===== src/rtl/control_unit.sv =====
// Hardwired Moore control unit for a single-bus CPU: sequences fetch (T0-T2)
// and per-opcode execute steps (T3-T7), with halt/stop handling.
module control_unit (
  input  logic        i_clock,
  input  logic        i_clear,
  input  logic [31:0] i_ir,
  input  logic        i_con,
  input  logic        i_stop,
  output logic        o_run,
  output logic [4:0]  o_opcode,
  output logic        o_read,
  output logic        o_write,
  output logic        o_inc_pc,
  output logic        o_gra,
  output logic        o_grb,
  output logic        o_grc,
  output logic        o_rin,
  output logic        o_rout,
  output logic        o_ba_out,
  output logic        o_hi_in,
  output logic        o_lo_in,
  output logic        o_y_in,
  output logic        o_z_in,
  output logic        o_pc_in,
  output logic        o_ir_in,
  output logic        o_mar_in,
  output logic        o_mdr_in,
  output logic        o_inport_in,
  output logic        o_outport_in,
  output logic        o_con_in,
  output logic        o_hi_out,
  output logic        o_lo_out,
  output logic        o_y_out,
  output logic        o_zhigh_out,
  output logic        o_zlow_out,
  output logic        o_pc_out,
  output logic        o_mar_out,
  output logic        o_mdr_out,
  output logic        o_inport_out,
  output logic        o_outport_out,
  output logic        o_c_out
);

  localparam logic [3:0] S_RESET = 4'd0;
  localparam logic [3:0] S_T0    = 4'd1;
  localparam logic [3:0] S_T1    = 4'd2;
  localparam logic [3:0] S_T2    = 4'd3;
  localparam logic [3:0] S_T3    = 4'd4;
  localparam logic [3:0] S_T4    = 4'd5;
  localparam logic [3:0] S_T5    = 4'd6;
  localparam logic [3:0] S_T6    = 4'd7;
  localparam logic [3:0] S_T7    = 4'd8;
  localparam logic [3:0] S_HALT  = 4'd9;

  localparam logic [4:0] OP_LD   = 5'b00000;
  localparam logic [4:0] OP_LDI  = 5'b00001;
  localparam logic [4:0] OP_ST   = 5'b00010;
  localparam logic [4:0] OP_ADD  = 5'b00011;
  localparam logic [4:0] OP_SUB  = 5'b00100;
  localparam logic [4:0] OP_AND  = 5'b00101;
  localparam logic [4:0] OP_OR   = 5'b00110;
  localparam logic [4:0] OP_ADDI = 5'b01000;
  localparam logic [4:0] OP_ANDI = 5'b01001;
  localparam logic [4:0] OP_ORI  = 5'b01010;
  localparam logic [4:0] OP_BR   = 5'b10010;
  localparam logic [4:0] OP_JR   = 5'b10011;
  localparam logic [4:0] OP_JAL  = 5'b10100;
  localparam logic [4:0] OP_IN   = 5'b10101;
  localparam logic [4:0] OP_OUT  = 5'b10110;
  localparam logic [4:0] OP_MFHI = 5'b10111;
  localparam logic [4:0] OP_MFLO = 5'b11000;
  localparam logic [4:0] OP_NOP  = 5'b11001;
  localparam logic [4:0] OP_HALT = 5'b11010;

  typedef struct packed {
    logic read, write, inc_pc, gra, grb, grc, rin, rout, ba_out;
    logic hi_in, lo_in, y_in, z_in, pc_in, ir_in, mar_in, mdr_in;
    logic inport_in, outport_in, con_in;
    logic hi_out, lo_out, y_out, zhigh_out, zlow_out, pc_out, mar_out;
    logic mdr_out, inport_out, outport_out, c_out;
  } ctl_t;

  logic [3:0] r_state;
  logic       r_stop_pend;
  logic [3:0] w_next;
  logic [4:0] w_op;
  logic [4:0] w_alu_op;
  ctl_t       w_ctl;
  logic       w_unused_ir;

  assign w_unused_ir = ^i_ir[26:0];

  // Undefined opcodes are folded into nop so every later decode sees a legal op.
  always_comb begin
    case (i_ir[31:27])
      OP_LD, OP_LDI, OP_ST, OP_ADD, OP_SUB, OP_AND, OP_OR, OP_ADDI, OP_ANDI,
      OP_ORI, OP_BR, OP_JR, OP_JAL, OP_IN, OP_OUT, OP_MFHI, OP_MFLO, OP_NOP,
      OP_HALT: w_op = i_ir[31:27];
      default: w_op = OP_NOP;
    endcase
  end

  // NOTE: non-blocking assignments here so every flop samples pre-edge values.
  always_ff @(posedge i_clock or negedge i_clear) begin
    if (!i_clear) begin
      r_state     <= S_RESET;
      r_stop_pend <= 1'b0;
    end else begin
      r_state <= w_next;
      if (r_state == S_T0)
        r_stop_pend <= 1'b0;
      else if (i_stop)
        r_stop_pend <= 1'b1;
    end
  end

  always_comb begin
    w_next = r_state;
    case (r_state)
      S_RESET: w_next = S_T0;
      S_T0:    w_next = (i_stop || r_stop_pend) ? S_HALT : S_T1;
      S_T1:    w_next = S_T2;
      S_T2:    w_next = (w_op == OP_NOP) ? S_T0 : S_T3;
      S_T3: begin
        case (w_op)
          OP_HALT: w_next = S_HALT;
          OP_JR, OP_IN, OP_OUT, OP_MFHI, OP_MFLO: w_next = S_T0;
          default: w_next = S_T4;
        endcase
      end
      S_T4:    w_next = (w_op == OP_JAL) ? S_T0 : S_T5;
      S_T5:    w_next = (w_op == OP_LD || w_op == OP_ST || w_op == OP_BR) ? S_T6 : S_T0;
      S_T6:    w_next = (w_op == OP_BR) ? S_T0 : S_T7;
      S_T7:    w_next = S_T0;
      S_HALT:  w_next = S_HALT;
      default: w_next = S_RESET;
    endcase
  end

  // NOTE: everything defaults to zero first so no path can infer a latch.
  always_comb begin
    w_ctl    = '0;
    w_alu_op = 5'b00000;
    case (r_state)
      S_T0: begin w_ctl.pc_out = 1'b1; w_ctl.mar_in = 1'b1; w_ctl.inc_pc = 1'b1; w_ctl.z_in = 1'b1; end
      S_T1: begin w_ctl.zlow_out = 1'b1; w_ctl.pc_in = 1'b1; w_ctl.read = 1'b1; w_ctl.mdr_in = 1'b1; end
      S_T2: begin w_ctl.mdr_out = 1'b1; w_ctl.ir_in = 1'b1; end
      S_T3: begin
        case (w_op)
          OP_ADD, OP_SUB, OP_AND, OP_OR, OP_ADDI, OP_ANDI, OP_ORI: begin
            w_ctl.grb = 1'b1; w_ctl.rout = 1'b1; w_ctl.y_in = 1'b1;
          end
          OP_LDI, OP_LD, OP_ST: begin
            w_ctl.grb = 1'b1; w_ctl.ba_out = 1'b1; w_ctl.y_in = 1'b1;
          end
          OP_BR:   begin w_ctl.gra = 1'b1; w_ctl.rout = 1'b1; w_ctl.con_in = 1'b1; end
          OP_JAL:  begin w_ctl.grb = 1'b1; w_ctl.rin = 1'b1; w_ctl.pc_out = 1'b1; end
          OP_JR:   begin w_ctl.gra = 1'b1; w_ctl.rout = 1'b1; w_ctl.pc_in = 1'b1; end
          OP_IN:   begin w_ctl.inport_out = 1'b1; w_ctl.gra = 1'b1; w_ctl.rin = 1'b1; end
          OP_OUT:  begin w_ctl.gra = 1'b1; w_ctl.rout = 1'b1; w_ctl.outport_in = 1'b1; end
          OP_MFHI: begin w_ctl.hi_out = 1'b1; w_ctl.gra = 1'b1; w_ctl.rin = 1'b1; end
          OP_MFLO: begin w_ctl.lo_out = 1'b1; w_ctl.gra = 1'b1; w_ctl.rin = 1'b1; end
          default: ;
        endcase
      end
      S_T4: begin
        case (w_op)
          OP_ADD, OP_SUB, OP_AND, OP_OR: begin
            w_ctl.grc = 1'b1; w_ctl.rout = 1'b1; w_ctl.z_in = 1'b1; w_alu_op = w_op;
          end
          OP_ADDI, OP_LDI, OP_LD, OP_ST: begin w_ctl.c_out = 1'b1; w_ctl.z_in = 1'b1; w_alu_op = OP_ADD; end
          OP_ANDI: begin w_ctl.c_out = 1'b1; w_ctl.z_in = 1'b1; w_alu_op = OP_AND; end
          OP_ORI:  begin w_ctl.c_out = 1'b1; w_ctl.z_in = 1'b1; w_alu_op = OP_OR; end
          OP_BR:   begin w_ctl.pc_out = 1'b1; w_ctl.y_in = 1'b1; end
          OP_JAL:  begin w_ctl.gra = 1'b1; w_ctl.rout = 1'b1; w_ctl.pc_in = 1'b1; end
          default: ;
        endcase
      end
      S_T5: begin
        case (w_op)
          OP_ADD, OP_SUB, OP_AND, OP_OR, OP_ADDI, OP_ANDI, OP_ORI, OP_LDI: begin
            w_ctl.zlow_out = 1'b1; w_ctl.gra = 1'b1; w_ctl.rin = 1'b1;
          end
          OP_LD, OP_ST: begin w_ctl.zlow_out = 1'b1; w_ctl.mar_in = 1'b1; end
          OP_BR:   begin w_ctl.c_out = 1'b1; w_ctl.z_in = 1'b1; w_alu_op = OP_ADD; end
          default: ;
        endcase
      end
      S_T6: begin
        case (w_op)
          OP_LD: begin w_ctl.read = 1'b1; w_ctl.mdr_in = 1'b1; end
          OP_ST: begin w_ctl.gra = 1'b1; w_ctl.rout = 1'b1; w_ctl.mdr_in = 1'b1; end
          OP_BR: begin w_ctl.zlow_out = 1'b1; w_ctl.pc_in = i_con; end
          default: ;
        endcase
      end
      S_T7: begin
        case (w_op)
          OP_LD: begin w_ctl.mdr_out = 1'b1; w_ctl.gra = 1'b1; w_ctl.rin = 1'b1; end
          OP_ST: w_ctl.write = 1'b1;
          default: ;
        endcase
      end
      default: ;
    endcase
  end

  assign o_run         = (r_state != S_RESET) && (r_state != S_HALT);
  assign o_opcode      = w_alu_op;
  assign o_read        = w_ctl.read;
  assign o_write       = w_ctl.write;
  assign o_inc_pc      = w_ctl.inc_pc;
  assign o_gra         = w_ctl.gra;
  assign o_grb         = w_ctl.grb;
  assign o_grc         = w_ctl.grc;
  assign o_rin         = w_ctl.rin;
  assign o_rout        = w_ctl.rout;
  assign o_ba_out      = w_ctl.ba_out;
  assign o_hi_in       = w_ctl.hi_in;
  assign o_lo_in       = w_ctl.lo_in;
  assign o_y_in        = w_ctl.y_in;
  assign o_z_in        = w_ctl.z_in;
  assign o_pc_in       = w_ctl.pc_in;
  assign o_ir_in       = w_ctl.ir_in;
  assign o_mar_in      = w_ctl.mar_in;
  assign o_mdr_in      = w_ctl.mdr_in;
  assign o_inport_in   = w_ctl.inport_in;
  assign o_outport_in  = w_ctl.outport_in;
  assign o_con_in      = w_ctl.con_in;
  assign o_hi_out      = w_ctl.hi_out;
  assign o_lo_out      = w_ctl.lo_out;
  assign o_y_out       = w_ctl.y_out;
  assign o_zhigh_out   = w_ctl.zhigh_out;
  assign o_zlow_out    = w_ctl.zlow_out;
  assign o_pc_out      = w_ctl.pc_out;
  assign o_mar_out     = w_ctl.mar_out;
  assign o_mdr_out     = w_ctl.mdr_out;
  assign o_inport_out  = w_ctl.inport_out;
  assign o_outport_out = w_ctl.outport_out;
  assign o_c_out       = w_ctl.c_out;

endmodule

===== config.mk =====
export PLATFORM = sky130hd
export DESIGN_NAME = control_unit
export DESIGN_NICKNAME = d
export VERILOG_FILES = /design/src/rtl/control_unit.sv
export SDC_FILE = /design/constraint.sdc
export NUM_CORES = 1
export LEC_CHECK = 0
export BUFFER_PORTS_ARGS = -buffer_cell sky130_fd_sc_hd__buf_2
export CORE_MARGIN = 2
export CORE_UTILIZATION = 39
export DETAILED_ROUTE_END_ITERATION = 8
export PLACE_DENSITY = 0.84
export SETUP_SLACK_MARGIN = 0.5
export SKIP_CTS_REPAIR_TIMING = 1
export SYNTH_ARGS = -nofsm -noshare
export SYNTH_HDL_FRONTEND = slang
export SYNTH_SLANG_ARGS = --single-unit
export TNS_END_PERCENT = 20

===== constraint.sdc =====
create_clock -name i_clock -period 1.5 [get_ports i_clock]
set_input_delay 0.15 -clock i_clock [delete_from_list [all_inputs] [get_ports i_clock]]
set_output_delay 0.15 -clock i_clock [all_outputs]
set_load 0.02 [all_outputs]

==> Implementation_results.wiki, run 1 <==
{| class="wikitable"
! Metric !! Value
|-
| Run status || finished, violations left
|-
| Violated checks || negative setup slack
|-
| Cell type with the largest total area after synthesis || sky130_fd_sc_hd__dfrtp_1
|-
| Fill cell instance count of the final layout || 224
|-
| Final setup TNS || -6.16 ns
|-
| CTS tree || yes
|-
| Rows || 19
|-
| Most frequently used flop master after synthesis || sky130_fd_sc_hd__dfrtp_1
|-
| Reg power frac || 27.2%
|-
| Hold path start || i_stop
|-
| Synth Area in Compound Gates || around 30%
|-
| Post-Place Cells || between 200 and 300
|-
| Final count of pins violating max slew || 0
|-
| Fmax || approximately 520 MHz
|-
| Worst Path Class, Setup || flop to output pin
|-
| Hold Path Class || primary input to flop
|-
| Pleak || between 0.8 and 0.9 nW
|-
| Final wirelength || 4.18 mm
|-
| Critical path data required time || 1.35 ns
|-
| Worst clock skew || 0.00315 ns
|-
| DRC Markers || 0
|-
| Vias after detailed routing || 1551
|-
| FF+latch area || roughly 130 um^2
|-
| Total global routing track utilization || between 20% and 30%
|-
| Highest-delay cell along the critical path || sky130_fd_sc_hd__dfrtp_2
|-
| Number of input and output port buffers inserted || 36
|-
| Min setup slack post-route || -0.422 ns
|-
| Power per Cell Area || between 200 and 300 nW/um^2
|-
| CP startpoint kind || flop
|-
| Period utilisation layout || 128%
|-
| Number of nets in the layout || 284
|-
| Gate family responsible for the most delay along the worst path || simple AND/OR/NAND/NOR gates
|-
| Wire length of the first global-routing pass || 6.53 mm
|-
| Critical-path maximum fanout || 5
|-
| Final weighted congestion in routability-driven placement || around 0.90
|-
| Fraction of the yosys area taken by sequential cells || a little over a tenth
|-
| Post-synthesis mux area share || 0%
|-
| Parity-gate share of the synthesized area counting xor and xnor cells || 1.51%
|-
| Timing startpoint of the critical path || r_state[1]
|-
| Number of warnings issued by yosys || 0
|-
| Critical path's largest stage delay || 0.46 ns
|-
| NetSw || around 0.18 mW
|-
| Total congestion overflow || 0
|-
| Setup Slack @ Placement || -0.194 ns
|-
| Die width || 58.5 um
|-
| Clock sink count || 5
|-
| Mean instance size in the synthesized netlist || 6.62 um^2
|-
| Share of total power in the clock network || 31.4%
|-
| Count of endpoints failing hold in the final timing report || 0
|-
| Smallest hold slack || just over 0.2 ns
|-
| Proportion of register bits with asynchronous set or reset after synthesis || 100%
|-
| # setup viols final || 29
|-
| Setup repair after global routing missed its margin || yes
|-
| Synth Instances || 175
|-
| Worst IR Drop VDD || 0.520 mV
|-
| Die ar. || roughly 3400 um^2
|-
| Vias in the first global route || 1415
|-
| Number of enable-type register cells in the synthesized netlist || 0
|-
| Filler-free cell count of the finished design || 278
|-
| Number of levels in the clock H-tree || 1
|-
| Arrival time worst endpoint || 1.77 ns
|-
| Buffers & Inverters on Critical Path || 2
|-
| Worst reg-to-reg setup slack || -0.04 ns
|-
| Core Region || ~2800 um^2
|-
| Main combinational cell family by area after synthesis || simple AND/OR/NAND/NOR gates
|-
| Total iterations of the first detailed-routing run || 4
|-
| Synthesis-to-layout area growth || 67.7%
|-
| Layout cells sized above 1 || 49.4%
|-
| Clock Pin Slew Worst Setup and Hold Paths || around 0.040 ns
|-
| Root Driver || sky130_fd_sc_hd__clkbuf_4
|-
| Post-synthesis adder-cell area fraction || 0%
|-
| Nature of the critical path endpoint || output pin
|-
| Antenna violations before repair || 0
|-
| Starting density of the core || 41.7%
|-
| Source of the worst register-to-register timing path || r_state[0]
|-
| Int Power || 0.315 mW
|-
| Multi-input gate area in the final layout || 1060 um^2
|-
| Maximum number of pins on one net before global-route repair || 17
|-
| Via density || roughly 5.6
|-
| Number of storage elements in the synthesis netlist || 5
|-
| Antenna Violating Nets Remaining || 0
|-
| CTS max path bufs || 2
|-
| Number of diodes added for antenna fixing || 0
|-
| Fraction of power spent switching nets || 36.6%
|-
| Total standard cell area after synthesis || 1160 um^2
|-
| Number of buffers added by the clock tree synthesis step || 3
|-
| Clock latency of the later-clocked register in the worst-skew pair || around 0.24 ns
|-
| Wire length per cell after detailed routing || 15.0 um
|-
| Vertical extent of the die || between 50 and 60 um
|-
| Area fraction of the dominant cell type after synthesis || between 10% and 20%
|-
| First DRT Iteration DRCs || 84
|-
| Simple-gate share of the synthesized area || 43.0%
|-
| Fraction of power consumed by combinational cells || between 40% and 50%
|-
| Number of library cell types mapped by synthesis || between 50 and 60
|-
| Post-DP HPWL || 3.18 mm
|-
| Largest cells by area after synthesis || sky130_fd_sc_hd__dfrtp_1, sky130_fd_sc_hd__nor2_1, sky130_fd_sc_hd__buf_4, sky130_fd_sc_hd__a21oi_1, sky130_fd_sc_hd__nand3_1
|-
| Cell chain of the critical path || nor4b_4, buf_4, nand3_1, nor3_1, buf_2
|-
| IO Count || 73
|-
| Shortest period the worst path allows || 1.92 ns
|-
| Max-cap check violation count || 0
|}
-- cell usage in the layout, fill, tap and decap left out, drive strengths merged, types with 2 or more instances in the layout --
cell	n
a21oi	13
a31oi	2
and2	3
and3	2
buf	84
clkbuf	4
conb	9
dfrtp	5
inv	5
nand2	12
nand2b	6
nand3	9
nor2	20
nor2b	7
nor3	9
nor3b	2
nor4	3
nor4b	3
o211ai	4
o21ai	11
o221ai	2
o22ai	2
o31ai	4
or2	2
or3	3
xnor2	2
-- metrics by stage --
step                util (%)  power (mW)  cell area, um^2
finish                  69.9       0.497             1940
global route            69.9       0.531             1940
CTS                     60.9       0.494             1690
detailed placement      60.0       0.333             1670
global placement        60.0       0.329             1670
floorplan                  -       0.280             1260
-- synthesized netlist by cell type, types with 2 or more instances --
cell and n:
sky130_fd_sc_hd__nor2_1 20, sky130_fd_sc_hd__a21oi_1 13, sky130_fd_sc_hd__nand2_1 12, sky130_fd_sc_hd__buf_4 9, sky130_fd_sc_hd__nand3_1 9, sky130_fd_sc_hd__buf_2 8
sky130_fd_sc_hd__nor3_1 8, sky130_fd_sc_hd__nor2b_1 7, sky130_fd_sc_hd__o21ai_1 7, sky130_fd_sc_hd__clkbuf_1 6, sky130_fd_sc_hd__dfrtp_1 5, sky130_fd_sc_hd__inv_1 5
sky130_fd_sc_hd__nand2b_1 5, sky130_fd_sc_hd__o211ai_1 4, sky130_fd_sc_hd__o21ai_0 4, sky130_fd_sc_hd__o31ai_1 4, sky130_fd_sc_hd__and2_1 3, sky130_fd_sc_hd__nor4_1 3
sky130_fd_sc_hd__a31oi_1 2, sky130_fd_sc_hd__and3_1 2, sky130_fd_sc_hd__buf_6 2, sky130_fd_sc_hd__o221ai_1 2, sky130_fd_sc_hd__o22ai_1 2, sky130_fd_sc_hd__or2_1 2
sky130_fd_sc_hd__or3_1 2, sky130_fd_sc_hd__xnor2_1 2
-- worst min-delay path, stage by stage --
cell,delay [ns]
sky130_fd_sc_hd__buf_2,0.12
sky130_fd_sc_hd__nor2_1,0.06
sky130_fd_sc_hd__nor2_1,0.08
-- kinds of logic (layout without fill, tap and decap cells) --
logic type | Yosys count | in the layout
other | 1 | 9
buffers and inverters | 30 | 94
and+or+nand+nor | 86 | 86
xor gates and xnor gates | 2 | 2
AOI/OAI and AO/OA | 51 | 51
DFF | 5 | 5
-- power groups by stage --
stage               clock, mW  sequential (mW)  combinational [mW]
finish                  0.156            0.135               0.205
floorplan                   0            0.137               0.142
detailed placement          0            0.137               0.195
global route            0.171            0.135               0.225
CTS                     0.163            0.135               0.196
global placement            0            0.137               0.192
-- layout make-up --
class | count | share of cell area [%]
multi-input combinational | 148 | 54.7
timing repair buffer | 85 | 34.3
sequential | 5 | 6.63
tap | 31 | 2.00
clock buffer | 4 | 1.35
inverter | 5 | 0.966
-- path summary, 6_finish.rpt --
path / depth (start not counted) / end
max: 5 / o_inport_out
min in group asynchronous: 2 / r_stop_pend
min reg2reg: 2 / r_stop_pend
max reg2reg: 7 / r_state[0]
max in group asynchronous: 2 / r_state[2]
min: 3 / r_stop_pend
-- flip-flops by register name (all words and copies together) (netlist names) --
name,cells
r_stop_pend,1
r_state,4
-- per-layer routing --
layer / wire, um / vias to the layer above / part of all wire [%] / track usage, %
met5: 0 / - / 0 / 0
met4: 64 / 0 / 1.5 / 6.64
met3: 328 / 6 / 7.8 / 4.18
met2: 2090 / 83 / 50 / 41.9
met1: 1700 / 698 / 41 / 31.0
li1: - / 764 / - / -
No activity file was read; power rests on OpenSTA's default activity.
==> run 2: changes to the inputs <==
--- a/config.mk
+++ b/config.mk
@@ -7,9 +7,10 @@
 export LEC_CHECK = 0
 export BUFFER_PORTS_ARGS = -buffer_cell sky130_fd_sc_hd__buf_2
 export CORE_MARGIN = 2
-export CORE_UTILIZATION = 39
+export CORE_UTILIZATION = 43
+export CTS_BUF_LIST = sky130_fd_sc_hd__clkbuf_4 sky130_fd_sc_hd__clkbuf_8 sky130_fd_sc_hd__clkbuf_16
 export DETAILED_ROUTE_END_ITERATION = 8
-export PLACE_DENSITY = 0.84
+export PLACE_DENSITY = 0.88
 export SETUP_SLACK_MARGIN = 0.5
 export SKIP_CTS_REPAIR_TIMING = 1
 export SYNTH_ARGS = -nofsm -noshare
==> constraint.sdc (replaced) <==
create_clock -name i_clock -period 1.8 [get_ports i_clock]
set_input_delay 0.18 -clock i_clock [delete_from_list [all_inputs] [get_ports i_clock]]
set_output_delay 0.18 -clock i_clock [all_outputs]
set_load 0.02 [all_outputs]
==> run 2 against run 1 <==
Effect of this change:
- the flow still finishes with violations (negative setup slack)
- first-iteration DRC count is 12% higher
- hold slack better by 0.0032 ns
- clock power hardly changed
- register-to-register slack better by 0.25 ns
- final cell count is 7.6% lower
- clock skew is 0.00085 ns higher
- die area is 8.7% lower
- design area is 13% lower
- power is 14% lower
- critical endpoint unchanged
- largest power group unchanged
==> Implementation_results.wiki, run 2 (synthesized netlist as in run 1, its figures left out) <==
{| class="wikitable"
! Metric !! Value
|-
| Run status || finished, violations left (unchanged)
|-
| Violated checks || negative setup slack (unchanged)
|-
| Fill cell instance count of the final layout || 205 (was 224)
|-
| Buffers & Inverters on Critical Path || 2 (unchanged)
|-
| Setup Slack @ Placement || -0.00744 ns (was -0.194 ns)
|-
| Pin slew with the least headroom to its limit || 0.501 ns
|-
| Core Region || 2520 um^2 (was 2780 um^2)
|-
| Cell chain of the critical path || nor4b_4, buf_4, nand3_1, nor3_1, buf_2 (unchanged)
|-
| Total global routing track utilization || 25.1% (was 24.3%)
|-
| Nature of the critical path endpoint || output pin (unchanged)
|-
| Worst reg-to-reg setup slack || 0.21 ns (was -0.04 ns)
|-
| Die ar. || 3130 um^2 (was 3420 um^2)
|-
| Biggest regs || r_state x4, r_stop_pend x1 (unchanged)
|-
| Vias after detailed routing || 1619 (was 1551)
|-
| Number of buffers added by the clock tree synthesis step || 3 (unchanged)
|-
| Post-route cell area || 1690 um^2 (was 1940 um^2)
|-
| IO Count || 73 (unchanged)
|-
| Antenna violations before repair || 0 (unchanged)
|-
| # setup viols final || 15 (was 29)
|-
| Worst IR Drop VDD || 0.383 mV (was 0.520 mV)
|-
| Highest-delay cell along the critical path || sky130_fd_sc_hd__dfrtp_2 (unchanged)
|-
| Final setup TNS || -1.22 ns (was -6.16 ns)
|-
| Clock Pin Slew Worst Setup and Hold Paths || 0.05 ns (was 0.04 ns)
|-
| Wire length of the first global-routing pass || 6.45 mm (was 6.53 mm)
|-
| Cell depth of the worst flop-to-flop path || 4 (was 7)
|-
| Vertical extent of the die || 55.9 um (was 58.5 um)
|-
| Maximum number of pins on one net before global-route repair || 28 (was 17)
|-
| CTS max path bufs || 2 (unchanged)
|-
| CTS tree || yes (unchanged)
|-
| Overall power of the completed layout || 0.428 mW (was 0.497 mW)
|-
| Most used cells in the layout excluding fill and tap cells || sky130_fd_sc_hd__buf_4, sky130_fd_sc_hd__buf_2, sky130_fd_sc_hd__nor2_1 (was sky130_fd_sc_hd__buf_4, sky130_fd_sc_hd__nor2_1, sky130_fd_sc_hd__buf_2)
|-
| Total congestion overflow || 0 (unchanged)
|-
| Source of the worst register-to-register timing path || r_state[0] (unchanged)
|-
| Destination of the worst register-to-register timing path || r_state[3] (was r_state[0])
|-
| Multi-input gate area in the final layout || 1020 um^2 (was 1060 um^2)
|-
| Critical path's largest stage delay || 0.46 ns (about the same)
|-
| Final weighted congestion in routability-driven placement || 0.890 (was 0.900)
|-
| Gate family responsible for the most delay along the worst path || simple AND/OR/NAND/NOR gates (unchanged)
|-
| Max-cap check violation count || 0 (unchanged)
|-
| Arrival time worst endpoint || 1.76 ns (was 1.77 ns)
|-
| Post-Place Cell Area || 1510 um^2 (was 1670 um^2)
|-
| Synthesis-to-layout area growth || 45.6% (was 67.7%)
|-
| Clock latency of the later-clocked register in the worst-skew pair || 0.25 ns (was 0.24 ns)
|-
| Via density || 6.30 (was 5.58)
|-
| Stages on worst setup path || 5 (unchanged)
|-
| Post-Place Cells || 249 (was 269)
|-
| Period utilisation layout || 108%
|-
| Clock sink count || 5 (unchanged)
|-
| FF+latch area || 130 um^2 (was 129 um^2)
|-
| Worst clock skew || 0.00400 ns (was 0.00315 ns)
|-
| Max FFs per register || 4 (unchanged)
|-
| Power per Cell Area || 253 nW/um^2 (was 256 nW/um^2)
|-
| Layout cells sized above 1 || 41.0% (was 49.4%)
|-
| Number of levels in the clock H-tree || 1 (unchanged)
|-
| Number of diodes added for antenna fixing || 0 (unchanged)
|-
| Leading cell type in the layout, fill and taps excluded || sky130_fd_sc_hd__buf_4 (unchanged)
|-
| Critical path data required time || 1.62 ns (was 1.35 ns)
|-
| Post-DP HPWL || 3.08 mm (was 3.18 mm)
|-
| Shortest period the worst path allows || 1.94 ns
|-
| Count of endpoints failing hold in the final timing report || 0 (unchanged)
|-
| Number of nets in the layout || 264 (was 284)
|-
| CP startpoint kind || flop (unchanged)
|-
| Worst setup path endpoint || o_inport_out (unchanged)
|-
| Critical-path maximum fanout || 5 (unchanged)
|-
| Pleak || 0.715 nW (was 0.843 nW)
|-
| Total iterations of the first detailed-routing run || 4 (unchanged)
|-
| Final count of pins violating max slew || 0 (unchanged)
|-
| Setup repair after global routing missed its margin || yes (unchanged)
|-
| Final wirelength || 4.44 mm (was 4.18 mm)
|-
| First DRT Iteration DRCs || 94 (was 84)
|-
| Post-route core utilization || 66.9% (was 69.9%)
|-
| Tightest slew margin relative to the limit || 66.6%
|-
| Worst Path Class, Setup || flop to output pin (unchanged)
|-
| DRC Markers || 0 (unchanged)
|-
| Hold Path Class || primary input to flop (unchanged)
|-
| Die width || 55.9 um (was 58.5 um)
|-
| Filler-free cell count of the finished design || 257 (was 278)
|-
| Rows || 18 (was 19)
|-
| Timing startpoint of the critical path || r_state[0] (was r_state[1])
|-
| Smallest hold slack || 0.209 ns (was 0.206 ns)
|-
| Antenna Violating Nets Remaining || 0 (unchanged)
|-
| Root Driver || sky130_fd_sc_hd__clkbuf_4 (unchanged)
|-
| Vias in the first global route || 1424 (was 1415)
|-
| Wire length per cell after detailed routing || 17.3 um (was 15.0 um)
|-
| Min setup slack post-route || -0.141 ns (was -0.422 ns)
|-
| Number of input and output port buffers inserted || 36 (unchanged)
|-
| Largest register by flop count || r_state (unchanged)
|-
| Starting density of the core || 45.9% (was 41.7%)
|-
| Fmax || 515 MHz
|}
run 2: worst min path at each step:
| stage | startpoint | to | cells past startpoint |
|---|---|---|---|
| floorplan | i_clear | r_state[0] | 0 |
| global placement | i_clear | r_state[2] | 1 |
| detailed placement | i_clear | r_state[0] | 1 |
| CTS | i_clear | r_state[0] | 1 |
| global route | i_stop | r_stop_pend | 3 |
| finish | i_stop | r_stop_pend | 3 |
run 2: layout make-up:
class | instances | area share [%]
multi-input cells | 148 | 60.6
inverters | 5 | 1.11
repair buffers | 65 | 26.6
well taps | 30 | 2.23
clock buffers | 4 | 1.78
flip-flops and latches | 5 | 7.72
run 2: per-layer routing:
metal	share of wire [%]	up-vias	track usage, %	wire length [um]
li1	-	725	-	-
met1	38	736	31.5	1680
met2	48	142	41.0	2140
met3	11	16	7.44	488
met4	3.0	0	8.16	133
met5	0	-	0	0
run 2: power breakdown:
group	switching, mW	leakage, nW	internal, mW	total [mW]
clock network	0.0535	0.0184	0.0993	0.153
registers	0.000000000257	0.0502	0.113	0.113
logic	0.109	0.646	0.0528	0.162
run 2: worst min-delay path, stage by stage:
cell,delay [ns]
sky130_fd_sc_hd__buf_2,0.10
sky130_fd_sc_hd__nor2_1,0.05
sky130_fd_sc_hd__nor2_1,0.08
==> run 3: changes to the inputs <==
==> constraint.sdc (replaced) <==
create_clock -name i_clock -period 1.8 [get_ports i_clock]
set_input_delay 0.27 -clock i_clock [delete_from_list [all_inputs] [get_ports i_clock]]
set_output_delay 0.27 -clock i_clock [all_outputs]
set_load 0.02 [all_outputs]
==> run 3 against run 2 <==
Effect of this change:
- the run still ends with negative setup slack left
- power rose by 1.9%
- first-iteration DRC count rose by 24%
- non-clock buffer count rose by 3
- clock skew fell by 0.0031 ns
- sequential power barely moved
- register-to-register slack barely moved
- worst setup slack got worse by 0.11 ns
- sequential share of layout area fell by 0.21 points
- critical path type unchanged
==> Implementation_results.wiki, run 3 (synthesized netlist as in run 1, its figures left out) <==
{| class="wikitable"
! Metric !! Value
|-
| Final weighted congestion in routability-driven placement || 0.959 (was 0.890)
|-
| Clock latency of the later-clocked register in the worst-skew pair || 0.27 ns (was 0.25 ns)
|-
| Total congestion overflow || 0 (unchanged)
|-
| Hold path start || i_stop (unchanged)
|-
| CTS tree || yes (unchanged)
|-
| Gate family responsible for the most delay along the worst path || flip-flops (was simple AND/OR/NAND/NOR gates)
|-
| Vertical extent of the die || 55.9 um (unchanged)
|-
| Max FFs per register || 4 (unchanged)
|-
| Worst reg-to-reg setup slack || 0.22 ns (was 0.21 ns)
|-
| First DRT Iteration DRCs || 117 (was 94)
|-
| Max-cap check violation count || 0 (unchanged)
|-
| Core Region || 2520 um^2 (unchanged)
|-
| Number of nets in the layout || 267 (was 264)
|-
| Timing startpoint of the critical path || r_state[1] (was r_state[0])
|-
| Post-route cell area || 1720 um^2 (was 1690 um^2)
|-
| Destination of the worst register-to-register timing path || r_state[3] (unchanged)
|-
| Starting density of the core || 45.9% (unchanged)
|-
| Period utilisation layout || 114% (was 108%)
|-
| Number of input and output port buffers inserted || 36 (unchanged)
|-
| Worst IR Drop VDD || 0.232 mV (was 0.383 mV)
|-
| Total iterations of the first detailed-routing run || 5 (was 4)
|-
| Highest-delay cell along the critical path || sky130_fd_sc_hd__dfrtp_2 (unchanged)
|-
| Overall power of the completed layout || 0.436 mW (was 0.428 mW)
|-
| Critical-path maximum fanout || 5 (unchanged)
|-
| Pleak || 0.732 nW (was 0.715 nW)
|-
| Vias in the first global route || 1394 (was 1424)
|-
| Clock sink count || 5 (unchanged)
|-
| Most used cells in the layout excluding fill and tap cells || sky130_fd_sc_hd__buf_4, sky130_fd_sc_hd__buf_2, sky130_fd_sc_hd__nor2_1 (unchanged)
|-
| Clock Pin Slew Worst Setup and Hold Paths || 0.05 ns (about the same)
|-
| Run status || finished, violations left (unchanged)
|-
| Nature of the critical path endpoint || output pin (unchanged)
|-
| Antenna violations before repair || 0 (unchanged)
|-
| Setup repair after global routing missed its margin || yes (unchanged)
|-
| Total global routing track utilization || 24.2% (was 25.1%)
|-
| Shortest period the worst path allows || 2.06 ns (was 1.94 ns)
|-
| Min setup slack post-route || -0.256 ns (was -0.141 ns)
|-
| # setup viols final || 22 (was 15)
|-
| Post-Place Cell Area || 1540 um^2 (was 1510 um^2)
|-
| Cell chain of the critical path || buf_4, nor2_1, nand3_1, o32a_1, nand3_1, buf_4 (was nor4b_4, buf_4, nand3_1, nor3_1, buf_2)
|-
| Final wirelength || 4.53 mm (was 4.44 mm)
|-
| Number of levels in the clock H-tree || 1 (unchanged)
|-
| CTS max path bufs || 2 (unchanged)
|-
| Hold Path Class || primary input to flop (unchanged)
|-
| Wire length of the first global-routing pass || 6.16 mm (was 6.45 mm)
|-
| Post-DP HPWL || 3.10 mm (was 3.08 mm)
|-
| Power per Cell Area || 254 nW/um^2 (was 253 nW/um^2)
|-
| Biggest regs || r_state x4, r_stop_pend x1 (unchanged)
|-
| Largest register by flop count || r_state (unchanged)
|-
| Worst Path Class, Setup || flop to output pin (unchanged)
|-
| Count of endpoints failing hold in the final timing report || 0 (unchanged)
|-
| Number of buffers added by the clock tree synthesis step || 3 (unchanged)
|-
| Cell depth of the worst flop-to-flop path || 4 (unchanged)
|-
| IO Count || 73 (unchanged)
|-
| Final count of pins violating max slew || 0 (unchanged)
|-
| Die ar. || 3130 um^2 (unchanged)
|-
| Rows || 18 (unchanged)
|-
| Leading cell type in the layout, fill and taps excluded || sky130_fd_sc_hd__buf_4 (unchanged)
|-
| Vias after detailed routing || 1662 (was 1619)
|-
| Worst clock skew || 0.000874 ns (was 0.00400 ns)
|-
| Fmax || 486 MHz (was 515 MHz)
|-
| Violated checks || negative setup slack (unchanged)
|-
| DRC Markers || 0 (unchanged)
|-
| Antenna Violating Nets Remaining || 0 (unchanged)
|-
| Buffers & Inverters on Critical Path || 2 (unchanged)
|-
| Synthesis-to-layout area growth || 48.3% (was 45.6%)
|-
| Die width || 55.9 um (unchanged)
|-
| CP startpoint kind || flop (unchanged)
|-
| Wire length per cell after detailed routing || 17.4 um (was 17.3 um)
|-
| Number of diodes added for antenna fixing || 0 (unchanged)
|-
| Layout cells sized above 1 || 42.6% (was 41.0%)
|-
| Cell count of the worst hold path || 3 (unchanged)
|-
| Source of the worst register-to-register timing path || r_state[0] (unchanged)
|-
| Root Driver || sky130_fd_sc_hd__clkbuf_4 (unchanged)
|-
| Critical path data required time || 1.53 ns (was 1.62 ns)
|-
| Destination of the worst hold path || r_stop_pend (unchanged)
|-
| Maximum number of pins on one net before global-route repair || 18 (was 28)
|-
| Arrival time worst endpoint || 1.79 ns (was 1.76 ns)
|-
| Via density || 6.39 (was 6.30)
|-
| Critical path's largest stage delay || 0.45 ns (was 0.46 ns)
|}
run 3: how the worst max path moves through the flow:
stage	endpoint	depth (start not counted)
after global routing	o_pc_in	5
after floorplan	o_rout	4
after CTS	o_pc_in	5
after detailed placement	o_gra	6
final	o_gra	6
after global placement	o_gra	6
run 3: area by class of cell:
type	count	area [um^2]
timing repair buffer	68	499
sequential	5	129
tap	30	37.5
clock inverter	1	5.00
multi-input combinational	148	1010
clock buffer	3	22.5
inverter	5	18.8
fill	200	805
run 3: tightest hold or removal path: stages:
cell,delay [ns]
sky130_fd_sc_hd__buf_2,0.10
sky130_fd_sc_hd__nor2_1,0.06
sky130_fd_sc_hd__nor2_1,0.08
run 3: stage by stage:
step                      setup slack (ns)  hold slack [ns]  TNS (ns)  utilization (%)  std cells
final                               -0.256            0.278     -3.23             68.1        260
after global routing                -0.305            0.275     -4.20             68.1        260
after CTS                           -0.280           -0.184     -2.95             62.3        258
after detailed placement           -0.0387           0.0900   -0.0667             61.2        254
after global placement             -0.0107           0.0835   -0.0173             61.2        254
after floorplan                     0.0254          -0.0256         0                -        183
run 3: where the power goes:
part            switching, mW  internal [mW]  total, mW
combinational           0.113         0.0597      0.172
sequential     0.000000000244          0.112      0.112
clock                  0.0693         0.0818      0.151
total                   0.182          0.254      0.436
run 3: layer usage:
layer  wire (um)  global-route usage (%)  vias up  share of wire [%]
met2        2010                    39.3      156                 44
met3         605                    4.19       40                 13
met4         255                    12.9        0                5.6
li1            -                       -      734                  -
met5           0                       0        -                  0
met1        1660                    30.5      732                 37
